`src/rtl/canvas_ctrl.sv`:
```
// canvas_ctrl: frame-buffer write controller for the light-pen screen.
// Clears the whole canvas each time the mode FSM enters RST and reports
// completion on rst_ok. After that it turns accepted pen hits into pixel
// writes according to the current mode. All outputs are registered.
//
// Optional build macro: CANVAS_WIDE_PEN_EN
//   defined   - WRITE mode draws a 2-pixel stroke (col and col+1, same row)
//   undefined - WRITE mode behaves exactly like DRAW
//
// The mode codes come from the shared state header. The fallback values
// below apply only when that header has not been included first.

`ifndef RST
`define RST   3'd0
`endif
`ifndef SLEEP
`define SLEEP 3'd1
`endif
`ifndef LIGHT
`define LIGHT 3'd2
`endif
`ifndef DRAW
`define DRAW  3'd3
`endif
`ifndef WRITE
`define WRITE 3'd4
`endif
`ifndef ERASE
`define ERASE 3'd5
`endif
`ifndef COLOR
`define COLOR 3'd6
`endif
`ifndef STOP
`define STOP  3'd7
`endif

module canvas_ctrl #(
    parameter int ROWS    = 8,
    parameter int COLS    = 8,
    parameter int ADDR_W  = 6,
    parameter int COLOR_W = 2
) (
    input  logic               clk,
    input  logic               rst,
    input  logic [2:0]         state,
    input  logic               pen_valid,
    input  logic [2:0]         pen_row,
    input  logic [2:0]         pen_col,
    output logic               pen_ready,
    output logic               fb_we,
    output logic [ADDR_W-1:0]  fb_addr,
    output logic [COLOR_W-1:0] fb_wdata,
    output logic [COLOR_W-1:0] cur_color,
    output logic               rst_ok,
    output logic               busy
);

    typedef enum logic [2:0] {
        CLEAR,
        DONE,
        IDLE,
        WR1,
        WR2
    } fsm_t;

    localparam logic [ADDR_W-1:0]  LAST_ADDR = ADDR_W'(ROWS * COLS - 1);
    localparam logic [COLOR_W-1:0] COLOR_MAX = {COLOR_W{1'b1}};
    localparam logic [COLOR_W-1:0] COLOR_ONE = COLOR_W'(1);

    fsm_t               fsm_q, fsm_d;
    logic [ADDR_W-1:0]  cnt_q, cnt_d;
    logic               we_d, rst_ok_d, ready_d, busy_d;
    logic [ADDR_W-1:0]  addr_d;
    logic [COLOR_W-1:0] wdata_d, color_d;
    logic               hit, hit_in_range;
    logic [ADDR_W-1:0]  hit_addr;
`ifdef CANVAS_WIDE_PEN_EN
    logic               wide_q, wide_d;
`endif

    assign hit          = pen_valid && pen_ready;
    assign hit_in_range = (int'(pen_row) < ROWS) && (int'(pen_col) < COLS);
    assign hit_addr     = ADDR_W'(pen_row) * ADDR_W'(COLS) + ADDR_W'(pen_col);

    // State, sweep counter and all registered outputs.
    // NOTE: sequential state uses non-blocking (<=) so every register samples
    // the pre-edge values; blocking here would create order-dependent races.
    always_ff @(posedge clk or posedge rst) begin
        if (rst) begin
            fsm_q     <= CLEAR;
            cnt_q     <= '0;
            fb_we     <= 1'b0;
            fb_addr   <= '0;
            fb_wdata  <= '0;
            rst_ok    <= 1'b0;
            pen_ready <= 1'b0;
            cur_color <= COLOR_ONE;
            busy      <= 1'b1;
`ifdef CANVAS_WIDE_PEN_EN
            wide_q    <= 1'b0;
`endif
        end else begin
            fsm_q     <= fsm_d;
            cnt_q     <= cnt_d;
            fb_we     <= we_d;
            fb_addr   <= addr_d;
            fb_wdata  <= wdata_d;
            rst_ok    <= rst_ok_d;
            pen_ready <= ready_d;
            cur_color <= color_d;
            busy      <= busy_d;
`ifdef CANVAS_WIDE_PEN_EN
            wide_q    <= wide_d;
`endif
        end
    end

    // Next state and next values of the registered outputs.
    // NOTE: every signal gets a default before the case statement, so no
    // path leaves one unassigned and no latch is inferred.
    always_comb begin
        fsm_d    = fsm_q;
        cnt_d    = cnt_q;
        we_d     = 1'b0;
        addr_d   = fb_addr;
        wdata_d  = fb_wdata;
        color_d  = cur_color;
        rst_ok_d = 1'b0;
        ready_d  = 1'b0;
`ifdef CANVAS_WIDE_PEN_EN
        wide_d   = wide_q;
`endif

        case (fsm_q)
            CLEAR: begin
                we_d    = 1'b1;
                addr_d  = cnt_q;
                wdata_d = '0;
                if (cnt_q == LAST_ADDR) begin
                    fsm_d = DONE;
                end else begin
                    cnt_d = cnt_q + ADDR_W'(1);
                end
            end

            DONE: begin
                // Leaving DONE drops rst_ok and raises pen_ready together.
                if (state == `RST) begin
                    rst_ok_d = 1'b1;
                end else begin
                    fsm_d   = IDLE;
                    ready_d = 1'b1;
                end
            end

            IDLE: begin
                if (state == `RST) begin
                    // RST wins over a simultaneous hit; the hit is ignored.
                    fsm_d   = CLEAR;
                    cnt_d   = '0;
                    color_d = COLOR_ONE;
                end else begin
                    ready_d = 1'b1;
                    if (hit && hit_in_range) begin
                        case (state)
                            `DRAW, `WRITE, `ERASE: begin
                                fsm_d   = WR1;
                                we_d    = 1'b1;
                                ready_d = 1'b0;
                                addr_d  = hit_addr;
                                wdata_d = (state == `ERASE) ? '0 : cur_color;
`ifdef CANVAS_WIDE_PEN_EN
                                // Second pixel only if it stays on the same row.
                                wide_d  = (state == `WRITE) &&
                                          (int'(pen_col) < COLS - 1);
`endif
                            end
                            `COLOR: begin
                                color_d = (cur_color == COLOR_MAX) ? COLOR_ONE
                                                                   : cur_color + COLOR_ONE;
                            end
                            default: ;
                        endcase
                    end
                end
            end

            WR1: begin
`ifdef CANVAS_WIDE_PEN_EN
                if (wide_q) begin
                    fsm_d  = WR2;
                    we_d   = 1'b1;
                    addr_d = fb_addr + ADDR_W'(1);
                end else begin
                    fsm_d   = IDLE;
                    ready_d = (state != `RST);
                end
`else
                fsm_d   = IDLE;
                ready_d = (state != `RST);
`endif
            end

            WR2: begin
                fsm_d   = IDLE;
                ready_d = (state != `RST);
            end

            default: begin
                fsm_d = CLEAR;
                cnt_d = '0;
            end
        endcase

        busy_d = (fsm_d == CLEAR) || (fsm_d == WR1) || (fsm_d == WR2);
    end

endmodule

```
`config.mk`:
```
export PLATFORM = sky130hd
export DESIGN_NAME = canvas_ctrl
export DESIGN_NICKNAME = d
export VERILOG_FILES = /design/src/rtl/canvas_ctrl.sv
export SDC_FILE = /design/constraint.sdc
export NUM_CORES = 1
export LEC_CHECK = 0
export CORE_MARGIN = 2
export CORE_UTILIZATION = 25
export CTS_CLUSTER_DIAMETER = 150
export DETAILED_ROUTE_END_ITERATION = 10
export HOLD_SLACK_MARGIN = 0.02
export PLACE_DENSITY = 0.46
export SLEW_MARGIN = 20
export SYNTH_ARGS = -nofsm -noshare
export SYNTH_HDL_FRONTEND = slang
export SYNTH_SLANG_ARGS = --single-unit
```
`constraint.sdc`:
```
create_clock -name clk -period 2.55 [get_ports clk]
set_clock_uncertainty 0.15 [all_clocks]
set_input_delay 0.6375 -clock clk [delete_from_list [all_inputs] [get_ports clk]]
set_output_delay 0.6375 -clock clk [all_outputs]
set_load 0.01 [all_outputs]
```
Word-level counts from Yosys, hierarchy flattened

Index checks and enable logic that the tools add are counted.
Widths: inputs -> output; s select.

Add/sub/neg operators: 3
Multiply operators: 0
Div/mod/pow operators: 0
Order comparisons: 0
Equality and inequality tests: 17
Shift operators: 0
Multiplexer cells: 33
Bitwise gates (word level): 1
Reduce and logical (&&, ||, !) cells: 16

Operator list:

| kind                | number |
|---|---|
| $mux 6              | 5 |
| $pmux 6 s3          | 1 |
| $mux 2              | 8 |
| $eq 3x3->1 const B  | 5 |
| $mux 3              | 5 |
| $eq 3x2->1 const B  | 4 |
| $pmux 3 s4          | 1 |
| $pmux 6 s2          | 1 |
| $logic_not 3->1     | 3 |
| $mux 1              | 9 |
| $ne 2x2->1 const B  | 4 |
| $add 6x1->6 const B | 1 |
| $add 6x3->6         | 1 |
| $eq 6x6->1 const B  | 1 |
| $reduce_and 3->1    | 2 |
| $reduce_bool 2->1   | 3 |
| $reduce_or 3->1     | 2 |
| $pmux 2 s2          | 1 |
| $reduce_and 4->1    | 1 |
| $eq 3x1->1 const B  | 1 |
| $pmux 1 s3          | 1 |
| $reduce_bool 3->1   | 1 |
| $add 2x1->2 const B | 1 |
| $eq 2x2->1 const B  | 1 |
| 6 further kinds     | 7 |

Register bits: 23
Bits in latches: 0
RAM bits: 0
Bits in read-only memories: 0
Input bits: 12
Output and inout bits: 14
Logic and storage cells: 79
Memories kept: 0

Logic depth before layout (Yosys ltp)

Word-level depth: 9
Depth in mapped cells: 5
Gate-level depth less buffers: 5

Least setup slack after synthesis

No wires, ideal clock.

Path type: input -> register
Start point: in state[2]
End point: reg cnt_q[0]
Library setup time: 0.125 ns
Arrival time: 1.874 ns
Required time: 2.275 ns
Slack: 0.401 ns
Stages: 5
Path buffers: 1
Cells stage by stage: clkbuf_2 > or3_4 > o31a_4 > nand2_2 > mux2_2

Longest elaborated chain between the ends: 3

RTL lines:

| item                       | RTL line | source |
|---|---|---|
| start, declared            | 46       | `input logic [2:0] state,` |
| $logic_not 3->1 (no line)  | -        |  |
| $ne 2x2->1 (no line)       | -        |  |
| $reduce_and 3->1 (no line) | -        |  |
| end signal, assigned       | 105      | `cnt_q <= cnt_d;` |
| end, declared              | 72       | `logic [ADDR_W-1:0] cnt_q, cnt_d;` |

No other way between the ends.
A chain may end at the register's enable or synchronous reset.

Final worst setup path

Start point: in state[2]
End point: reg fb_addr[1]

Longest elaborated chain between the ends: 4
Elaborated cells on any way between the ends: 8
Classes of those cells: eq/ne: 5; reduce/logical: 3

RTL lines:

| item                                            | RTL line | source |
|---|---|---|
| $eq 3x3->1 / $eq 3x2->1 (equally long branches) | 166      | `case (state)` |
| $reduce_or 3->1                                 | 166      |  |
| $ne 2x1->1 (no line)                            | -        |  |
| $reduce_and 4->1 (no line) (*)                  | -        |  |
| end signal, assigned                            | 107      | `fb_addr <= addr_d;` |
| end, declared                                   | 52       | `output logic [ADDR_W-1:0] fb_addr,` |

Mark *: on every way between the ends. The rest lies on a longest branch, timed or not.

==> qor.yml <==
outcome: "complete, no violations"
combPwrFrac: 0.325
ys_seq_area_frac: 0.476
ios: 26
sw_frac_of_total: 0.303
synth_cells: 106
ff2ff_path_depth: 4
synth-edff-count: 0
p_int_w: 0.000748
fill_cells: 469
power_frac_seq: 0.452
setup_ws_ns: 0.233
grt_pass1_wl_um: 4560
hp-class: "reg -> reg"
grt_antenna_before_repair: 0
min_path_cells: 1
grt-ovfl-total: 0
p_clk_frac: 0.224
slew_viol_final: 0
min_to: "fb_addr[1]"
rows: 25
synth_largest_area_cell: "dfrtp_1"
track_usage: 0.110
ctsRootBufferMaster: "clkbuf_8"
postCtsHoldBufs: 0
fmax_mhz: 432
wl_per_cell_um: 13.8
synth_top_cell_area_share: 0.433
crit_fanout: 9
cpMaxStageDelayCell: "clkdlybuf4s50_1"
crit_type: "in -> reg"
worstPathCellList: "clkdlybuf4s50_1 -> xnor2_1 -> nor4_4 -> nor2_2 -> mux2_2"
multi_input_area_um2: 596
worstPathRequired_ns: 2.56
seq_area_um2: 578
drt_pre_antenna_iters: 4
port_buffers: 25
ys_ff_latch: 23
peakVddDrop_uv: 367
power.density_mw_per_mm2: 662
dieArea_mm2: 0.00543
route.detailed.drc: 0
cts.repair.resized: 0
numClockSinks: 23
finalWeightedCongestion: 0.786
synthTopCellsByArea: "dfrtp_1, mux2_2, dfstp_2, nand2_1, o211ai_1"
ctsHtreeMaxLevel: 1
dr_total_vias: 918
place_inst: 190
maxCapViolCount: 0
avgSynthCellArea_um2: 11.4
netSwitchingPower_w: 0.000325
cts_tree: "done"
total_leakage_power_nw: 0.706
r2r_end: "fb_addr[2]"
antenna_cells: 0
wl_um: 2680
async_flop_share: 1.00
cp-startpoint: "state[2]"
slowest_delay_ns: 0.50
die_w_um: 73.7
clockBufferDepth: 2
place_hpwl_um: 2010
setup_violations: 0
nets: 155
areaGrowthSynthToFinish_pct: 33.4
grt_max_degree: 24
core-area_mm2: 0.00469
fin_cells: 194
clk_latency_ns: 0.27
rsz0062_at_grt: "no"
synth_ff_type: "dfrtp_1"
path_buf_inv: 1
initial_utilization: 0.259
viasPerCell: 4.73
yosysUniqueCellTypes: 37
post-place-ws_ns: -0.0578
drive_above_1_share: 0.286
finalHoldViolCount: 0
crit_path_start_kind: "input port"
ys_warn_count: 0
first_global_vias: 944
die_y_um: 73.7
reg2reg_from: "fsm_q[2]"
fin_crit_sh: 0.908
hp-start: "fb_addr[1]"
numCtsBuffers: 3
drtIter0Drc: 58
path_clk_slew_ns: 0.09
rrSetupSlack_ns: 0.55
synth_area_mm2: 0.00121
post-cts-setup-buffers: 0
cp-end-kind: "flip-flop"
antenna_left: 0
post-route-min-period_ns: 2.32
crit_family: "buffers and inverters"
syn-num-nets: 120
worstPathArrival_ns: 2.33
[cell type report]
class | count | area share
Multi-Input combinational cell | 75 | 0.368
Sequential cell | 23 | 0.357
Timing Repair Buffer | 33 | 0.192
Tap cell | 54 | 0.0417
Clock buffer | 3 | 0.0255
Inverter | 5 | 0.0116
Clock inverter | 1 | 0.00464
[cell usage in the layout, fill, tap and decap left out, drive strengths merged, types with 2 or more instances in the layout]
master and n:
buf 8, a22o 3, nor3 4, ha 2, clkdlybuf4s50 25, inv 5, nand4 2, or4 4
clkbuf 3, o31ai 2, o21ai 5, o211ai 5, dfstp 2, nor2 5, nor4 2, mux2 16
dfrtp 21, nand2 11
[power groups by stage]
stage | Sequential, W | Combinational (W) | Clock (W)
6_report | 0.000484 | 0.000348 | 0.000240
5_1_grt | 0.000494 | 0.000383 | 0.000262
4_1_cts | 0.000486 | 0.000353 | 0.000247
3_5_place_dp | 0.000493 | 0.000352 | 0
3_3_place_gp | 0.000490 | 0.000341 | 0
2_1_floorplan | 0.000501 | 0.000166 | 0
[cells in the mapped netlist, types with 2 or more instances]
cell and n:
ha_1 2, dfstp_2 2, o21ai_2 2, or4_1 4
dfrtp_1 21, a22o_1 3, nor2_1 3, nor2_2 2
o31ai_1 2, inv_1 5, o21ai_0 3, o211ai_1 5
nor3_1 3, mux2_2 16, nand2_1 10, nand4_1 2
[stage by stage]
| stage | instance area (µm²) | utilization | TNS, ns | hold slack [ns] | power [W] |
|---|---|---|---|---|---|
| 2_1_floorplan | 1210 | - | 0 | 0.365 | 0.000667 |
| 3_3_place_gp | 1570 | 0.335 | 0 | 0.345 | 0.000832 |
| 3_5_place_dp | 1570 | 0.335 | -0.372 | 0.348 | 0.000844 |
| 4_1_cts | 1620 | 0.345 | 0 | 0.370 | 0.00109 |
| 5_1_grt | 1620 | 0.345 | 0 | 0.390 | 0.00114 |
| 6_report | 1620 | 0.345 | 0 | 0.363 | 0.00107 |
[state kept, by name (all words and copies together) (netlist names)]
register and cells:
fb_we 1, fb_wdata 2, rst_ok 1, fb_addr 6
cnt_q 6, fsm_q 3, cur_color 2, busy 1
pen_ready 1
[kinds of logic after synthesis]
kind of cell	count (synthesis)	synth area share
compound gates	17	0.112
buf+inv	8	0.0330
xor+xnor	1	0.00722
other cells	1	0.00309
flops	23	0.476
simple gates	37	0.191
fa+ha+maj	3	0.0289
mux	16	0.148
[worst register-to-register path: stages (launching register included)]
cell     delay [ns]
dfrtp_1        0.46
or2_4          0.32
nor2_2         0.32
mux2_2         0.39
mux2_2         0.25
[metal layers]
layer,vias up,share of wire,global-route usage
met2,27,0.46,0.169
met1,435,0.47,0.152
met3,2,0.056,0.0343
met5,-,0,0
met4,0,0.0063,0.0242
li1,454,-,-
[worst max path at each step]
stage          depth (start not counted)         end
2_1_floorplan                          5    cnt_q[0]
3_5_place_dp                           5  fb_addr[1]
6_report                               5  fb_addr[1]
4_1_cts                                5  fb_addr[1]
3_3_place_gp                           5    cnt_q[1]
5_1_grt                                5  fb_addr[0]
No activity file was read; power rests on OpenSTA's default activity.
